<file path="config.mk">
export PLATFORM = sky130hd
export DESIGN_NAME = fsm_rx
export DESIGN_NICKNAME = d
export VERILOG_FILES = /design/src/rtl/fsm_rx.sv
export SDC_FILE = /design/constraint.sdc
export NUM_CORES = 1
export LEC_CHECK = 0
export ABC_AREA = 1
export BUFFER_PORTS_ARGS = -buffer_cell sky130_fd_sc_hd__buf_2
export CAP_MARGIN = 40
export CELL_PAD_IN_SITES_DETAIL_PLACEMENT = 0
export CELL_PAD_IN_SITES_GLOBAL_PLACEMENT = 1
export CORE_ASPECT_RATIO = 0.7
export CORE_MARGIN = 2
export CORE_UTILIZATION = 39
export CTS_BUF_LIST = sky130_fd_sc_hd__clkbuf_8 sky130_fd_sc_hd__clkbuf_16
export CTS_CLUSTER_SIZE = 10
export DETAILED_ROUTE_END_ITERATION = 8
export PLACE_DENSITY = 0.82
export SLEW_MARGIN = 20
export SYNTH_ARGS = -nofsm -noshare
export SYNTH_HDL_FRONTEND = slang
export SYNTH_SLANG_ARGS = --single-unit
</file>
<file path="constraint.sdc">
create_clock -name i_rxclk -period 1.6 [get_ports i_rxclk]
set_clock_uncertainty 0.1 [all_clocks]
set_input_delay 0.16 -clock i_rxclk [delete_from_list [all_inputs] [get_ports i_rxclk]]
set_output_delay 0.16 -clock i_rxclk [all_outputs]
set_load 0.03 [all_outputs]
</file>
<file path="src/rtl/fsm_rx.sv">
`default_nettype none
// ============================================================================
// Module      : fsm_rx
// Description : Oversampled asynchronous serial receiver. It synchronises the
//               line, detects start edges and takes a majority vote around mid-bit.
//               It captures LSB-first data with optional even/odd parity and a
//               single stop bit. It reports receive-complete, frame, parity and
//               overrun status.
// Revision    : 1.0 - initial release
// ============================================================================
module fsm_rx #(
    parameter int OVERSAMPLE = 16,
    parameter int DATA_BITS  = 8
) (
    input  logic                 i_rxclk,
    input  logic                 i_rst_n,
    input  logic                 i_rxd,
    input  logic                 i_rxen,
    input  logic                 i_upm1,
    input  logic                 i_upm0,
    input  logic                 i_udr_read,
    output logic [DATA_BITS-1:0] o_udr_data,
    output logic                 o_rxc,
    output logic                 o_fe,
    output logic                 o_pe,
    output logic                 o_dor,
    output logic                 o_busy
);

    localparam int c_CW = $clog2(OVERSAMPLE);
    localparam int c_BW = (DATA_BITS > 1) ? $clog2(DATA_BITS) : 1;

    localparam logic [c_CW-1:0] c_CNT_LAST = c_CW'(OVERSAMPLE - 1);
    localparam logic [c_CW-1:0] c_CNT_MM1  = c_CW'(OVERSAMPLE / 2 - 1);
    localparam logic [c_CW-1:0] c_CNT_MID  = c_CW'(OVERSAMPLE / 2);
    localparam logic [c_CW-1:0] c_CNT_MP1  = c_CW'(OVERSAMPLE / 2 + 1);
    localparam logic [c_BW-1:0] c_BIT_LAST = c_BW'(DATA_BITS - 1);

    typedef enum logic [2:0] {
        IDLE         = 3'd0,
        START_BIT    = 3'd1,
        RECEIVE_DATA = 3'd2,
        PARITY_CHECK = 3'd3,
        STOP_BIT     = 3'd4
    } state_t;

    state_t                 r_state;
    state_t                 w_next;

    logic                   r_sync1;
    logic                   r_rxd_s;
    logic                   r_rxd_prev;
    // Marks which of sync1 / rxd_s / rxd_prev hold real line samples since
    // reset release, so the reset value of 1 cannot fake a falling edge.
    logic [2:0]             r_vld;

    logic [c_CW-1:0]        r_cnt;
    logic [c_BW-1:0]        r_bit;
    logic [DATA_BITS-1:0]   r_shift;
    logic                   r_s_m1;
    logic                   r_s_m;
    logic                   r_upm1;
    logic                   r_upm0;
    logic                   r_perr;

    logic [DATA_BITS-1:0]   r_udr_data;
    logic                   r_rxc;
    logic                   r_fe;
    logic                   r_pe;
    logic                   r_dor;

    logic                   w_fall;
    logic                   w_maj;
    logic                   w_at_mp1;
    logic                   w_at_last;
    logic                   w_start;
    logic                   w_shift_en;
    logic                   w_par_en;
    logic                   w_complete;

    assign w_fall    = r_vld[2] & r_rxd_prev & ~r_rxd_s;
    assign w_maj     = (r_s_m1 & r_s_m) | (r_s_m1 & r_rxd_s) | (r_s_m & r_rxd_s);
    assign w_at_mp1  = (r_cnt == c_CNT_MP1);
    assign w_at_last = (r_cnt == c_CNT_LAST);

    // Two-flop line synchroniser plus previous-sample register for edge detect.
    always_ff @(posedge i_rxclk or negedge i_rst_n) begin
        if (!i_rst_n) begin
            r_sync1    <= 1'b1;
            r_rxd_s    <= 1'b1;
            r_rxd_prev <= 1'b1;
            r_vld      <= 3'b000;
        end else begin
            r_sync1    <= i_rxd;
            r_rxd_s    <= r_sync1;
            r_rxd_prev <= r_rxd_s;
            r_vld      <= {r_vld[1:0], 1'b1};
        end
    end

    // State register.
    always_ff @(posedge i_rxclk or negedge i_rst_n) begin
        if (!i_rst_n) begin
            r_state <= IDLE;
        end else begin
            r_state <= w_next;
        end
    end

    // Next-state decode and per-cycle datapath strobes.
    always_comb begin
        w_next     = r_state;
        w_start    = 1'b0;
        w_shift_en = 1'b0;
        w_par_en   = 1'b0;
        w_complete = 1'b0;
        case (r_state)
            IDLE: begin
                if (w_fall) begin
                    w_next  = START_BIT;
                    w_start = 1'b1;
                end
            end
            START_BIT: begin
                if (w_at_mp1 && w_maj) begin
                    w_next = IDLE;
                end else if (w_at_last) begin
                    w_next = RECEIVE_DATA;
                end
            end
            RECEIVE_DATA: begin
                w_shift_en = w_at_mp1;
                if (w_at_last && (r_bit == c_BIT_LAST)) begin
                    w_next = r_upm1 ? PARITY_CHECK : STOP_BIT;
                end
            end
            PARITY_CHECK: begin
                w_par_en = w_at_mp1;
                if (w_at_last) begin
                    w_next = STOP_BIT;
                end
            end
            STOP_BIT: begin
                if (w_at_mp1) begin
                    w_complete = 1'b1;
                    w_next     = IDLE;
                end
            end
            default: w_next = IDLE;
        endcase
        // Disabling the receiver drops any frame in flight.
        if (!i_rxen) begin
            w_next     = IDLE;
            w_start    = 1'b0;
            w_shift_en = 1'b0;
            w_par_en   = 1'b0;
            w_complete = 1'b0;
        end
    end

    // Oversample counter: held at 0 in IDLE, wraps every bit period otherwise.
    always_ff @(posedge i_rxclk or negedge i_rst_n) begin
        if (!i_rst_n) begin
            r_cnt <= '0;
        end else if ((r_state == IDLE) || (w_next == IDLE) || w_at_last) begin
            r_cnt <= '0;
        end else begin
            r_cnt <= r_cnt + 1'b1;
        end
    end

    // Data bit index, advanced at the end of each data bit period.
    always_ff @(posedge i_rxclk or negedge i_rst_n) begin
        if (!i_rst_n) begin
            r_bit <= '0;
        end else if ((r_state != RECEIVE_DATA) || (w_next != RECEIVE_DATA)) begin
            r_bit <= '0;
        end else if (w_at_last) begin
            r_bit <= r_bit + 1'b1;
        end
    end

    // Capture the two early majority samples; the third is the live rxd_s.
    always_ff @(posedge i_rxclk or negedge i_rst_n) begin
        if (!i_rst_n) begin
            r_s_m1 <= 1'b1;
            r_s_m  <= 1'b1;
        end else if (r_state != IDLE) begin
            if (r_cnt == c_CNT_MM1) r_s_m1 <= r_rxd_s;
            if (r_cnt == c_CNT_MID) r_s_m  <= r_rxd_s;
        end
    end

    // Frame datapath: parity mode latch, data shift register, parity result.
    always_ff @(posedge i_rxclk or negedge i_rst_n) begin
        if (!i_rst_n) begin
            r_upm1  <= 1'b0;
            r_upm0  <= 1'b0;
            r_shift <= '0;
            r_perr  <= 1'b0;
        end else begin
            if (w_start) begin
                r_upm1 <= i_upm1;
                r_upm0 <= i_upm0;
            end
            if (w_shift_en) begin
                r_shift <= {w_maj, r_shift[DATA_BITS-1:1]};
            end
            if (w_par_en) begin
                r_perr <= ((^r_shift) ^ w_maj) != r_upm0;
            end
        end
    end

    // Consumer-visible data and status registers.
    always_ff @(posedge i_rxclk or negedge i_rst_n) begin
        if (!i_rst_n) begin
            r_udr_data <= '0;
            r_rxc      <= 1'b0;
            r_fe       <= 1'b0;
            r_pe       <= 1'b0;
            r_dor      <= 1'b0;
        end else if (w_complete) begin
            if (!r_rxc || i_udr_read) begin
                r_udr_data <= r_shift;
                r_fe       <= ~w_maj;
                r_pe       <= r_upm1 & r_perr;
                r_rxc      <= 1'b1;
                r_dor      <= 1'b0;
            end else begin
                r_dor      <= 1'b1;
            end
        end else if (i_udr_read) begin
            r_rxc <= 1'b0;
            r_dor <= 1'b0;
        end
    end

    assign o_udr_data = r_udr_data;
    assign o_rxc      = r_rxc;
    assign o_fe       = r_fe;
    assign o_pe       = r_pe;
    assign o_dor      = r_dor;
    assign o_busy     = (r_state != IDLE);

endmodule
`default_nettype wire

</file>
==> results.ini <==
[worst_setup_path]
slowest_delay_ns = 0.52
worstPathMaxFanout = 5
cp_num_buf_inv = 4
cp_slowest_cell = dfrtp_1
cp_top_family = simple AND/OR/NAND/NOR gates
critical_path_class = register to register
crit_required_ns = 1.69
crit_chain = inv_1 > nor2_4 > nor2_2 > nor2_1 > nand3_2 > nand2_2 > buf_4 > buf_4 > inv_1
critPathCaptureType = register
critPathLaunchType = register
reg2reg_slack_ns = -0.04
worstPathArrival_ns = 1.73

[sta]
max_freq_ghz = 0.608
fin_crit_ns = 1.64
drv_slew = 0
tightestPinTransition_ns = 0.513
rsz0062_at_grt = true
slew_headroom = 0.658
hold_viol = 0
holdWs_ns = 0.0317
fin_setup_tns_ns = -0.137
final.setup.worst_slack_ns = -0.0448
finalCritPeriodShare = 1.03
setup_viol = 5

[flow_run]
cap_violations = 0

[placed_design]
dp_cells = 328
dp_hpwl_um = 2610
io_buffers = 19
gp_congestion = 0.776

[clock_network]
cts_buffer_depth = 2
cts-buffers-inserted = 5
htree_num_levels = 2
root_buffer = clkbuf_8
cts_tree = done
clkSinkCount = 41
clk_latency_ns = 0.29
clk_pin_slew_ns = 0.08

[floorplanning]
io_pins = 20
core_area_um2 = 4810
die_area_um2 = 5630
fp.dieH_um = 63.4
start_util = 0.408
fp.dieW_um = 88.8
row_count = 21

[power]
p_switching_mw = 0.436
p_seq_frac = 0.526
p_per_area_nw_per_um2 = 792
clkPwrFrac = 0.430
peakVddDrop_mv = 0.680
swShare = 0.215
p_total_mw = 2.03
p_comb_frac = 0.044
intPower_mw = 1.60
p_leak_nw = 1.27

[grt]
grt_pass1_vias = 1445
antenna_found_initial = 0
grt_max_degree = 42
grt_pass1_wl_um = 6760
grt_overflow = 0
track_usage = 0.158

[logic_synthesis]
yosys_warnings = 0
synth_cells = 227
yosys_register_bits = 41
yosys.area.top_type_share = 0.459
synth_nets = 239
synth_area_um2 = 1960
ys_seq_area_frac = 0.526
avgSynthCellArea_um2 = 8.65
synth.largest_area_cell = dfrtp_1
synth_area_leaders = dfrtp_1, nand2_1, dfstp_2
synth_cell_types = 24

[drt]
routed_wl_um = 4150
drt_iter0_drc = 72
via_per_inst = 4.55
vias = 1583
dr.pass1.iters = 4
wl_per_cell_um = 11.9
drc_errors = 0
ant_nets = 0

[hold_path]
hp-class = primary input to register

[final_layout]
fin_nets = 290
fillCellCount = 435
diodes = 0
finalNonFillerCells = 348
finish.utilization = 0.534
synthToLayoutAreaGrowth_pct = 30.8
drive_gt1_frac = 0.341

[run_status]
status = finished with violations
violations = setup timing

-- per-stage QoR --
stage | cell area, um^2 | setup slack, ns
2_1_floorplan | 1970 | 0.0139
4_1_cts | 2480 | -0.0112
3_5_place_dp | 2240 | -0.120
6_report | 2570 | -0.0448
5_1_grt | 2570 | -0.134
3_3_place_gp | 2240 | -0.114
-- cells in the final DEF, fill, tap and decap left out, types with 2 or more instances in the layout --
| cell type | n |
|---|---|
| ha_1 | 3 |
| inv_2 | 6 |
| nand4_1 | 3 |
| a21oi_1 | 3 |
| inv_1 | 27 |
| dlygate4sd3_1 | 2 |
| o21ai_0 | 10 |
| o21ai_1 | 8 |
| buf_4 | 23 |
| xor2_1 | 5 |
| nand3_2 | 6 |
| nand2_2 | 7 |
| dfrtp_2 | 2 |
| nor2_2 | 4 |
| xnor2_1 | 5 |
| buf_2 | 19 |
| nand2_4 | 4 |
| nand3_1 | 9 |
| ha_4 | 2 |
| nor2_1 | 13 |
| clkbuf_8 | 6 |
| nor2_4 | 3 |
| nand2_1 | 58 |
| dfstp_2 | 5 |
| nand3_4 | 2 |
| dfrtp_1 | 34 |
-- cells by family (layout without fill, tap and decap cells) --
kind of cell,after synthesis,count (layout),synth area share
flops,41,41,0.526
xor+xnor,10,10,0.0446
other cells,1,1,0.00191
compound gates,22,22,0.0561
buf+inv,37,87,0.0790
fa+ha+maj,5,5,0.0319
simple gates,111,113,0.261
-- state kept, by name (all words and copies together), names as in the netlist --
name	count
o_udr_data	8
r_shift	8
r_cnt	4
r_bit	3
r_state	3
r_vld	3
o_dor	1
o_fe	1
o_pe	1
o_rxc	1
r_perr	1
r_rxd_prev	1
r_rxd_s	1
r_s_m	1
r_s_m1	1
r_sync1	1
r_upm0	1
r_upm1	1
-- final timing paths --
| kind | from | to | cells after the start |
|---|---|---|---|
| setup / recovery | r_cnt[3] | r_state[0] | 9 |
| hold / removal | i_upm1 | r_upm1 | 3 |
| setup reg to reg | r_cnt[3] | r_state[0] | 9 |
| hold reg to reg | r_vld[1] | r_vld[2] | 0 |
| max in group asynchronous | i_rst_n | r_state[0] | 3 |
| min in group asynchronous | i_rst_n | r_cnt[3] | 3 |
-- layout make-up --
| class | instances | area (um^2) | area share |
|---|---|---|---|
| Tap cell | 69 | 86.3 | 0.0336 |
| Multi-Input combinational cell | 151 | 895 | 0.348 |
| Sequential cell | 41 | 1030 | 0.403 |
| Timing Repair Buffer | 45 | 299 | 0.116 |
| Clock inverter | 2 | 37.5 | 0.0146 |
| Inverter | 34 | 133 | 0.0517 |
| Clock buffer | 6 | 82.6 | 0.0322 |
-- worst register-to-register path, cell delays in order, from the launching register on --
cell and delay [ns]:
dfrtp_1 0.52, inv_1 0.14, nor2_4 0.18, nor2_2 0.05, nor2_1 0.12, nand3_2 0.09, nand2_2 0.11, buf_4 0.12
buf_4 0.09, inv_1 0.03
-- what timing repair did --
item,4_1_cts,5_1_grt
hold buffers,2,0
resized for setup,17,19
setup buffers,4,4
pin swaps,9,3
setup endpoints to repair,18,22
gates cloned,1,1
endpoints found under the hold margin,37,0
-- synthesized netlist by cell type --
cell type	number
buf_2	1
inv_2	2
xor2_1	5
nor3_1	2
nand3_1	12
nand2_1	63
xnor2_1	5
nor2_1	18
or2_1	1
dfrtp_1	36
nor2_4	2
inv_1	32
dfstp_2	5
buf_6	2
ha_1	5
nand3_2	4
a21oi_1	4
nand4_1	3
nand3b_1	1
nand2_2	4
o21ai_1	6
conb_1	1
o21ai_0	12
nand3_4	1
-- power groups by stage --
stage	Clock [mW]	Combinational, mW	Sequential (mW)
2_1_floorplan	0	0.0361	1.09
3_3_place_gp	0	0.0784	1.09
3_5_place_dp	0	0.0798	1.09
4_1_cts	0.894	0.0860	1.07
5_1_grt	0.960	0.102	1.07
6_report	0.873	0.0899	1.07
-- per-layer routing --
layer	global-route usage	wire, um
met3	0.0367	178
met5	0	0
met1	0.231	2090
met2	0.218	1770
met4	0.0777	110
Power figures use the tool's default switching activity.
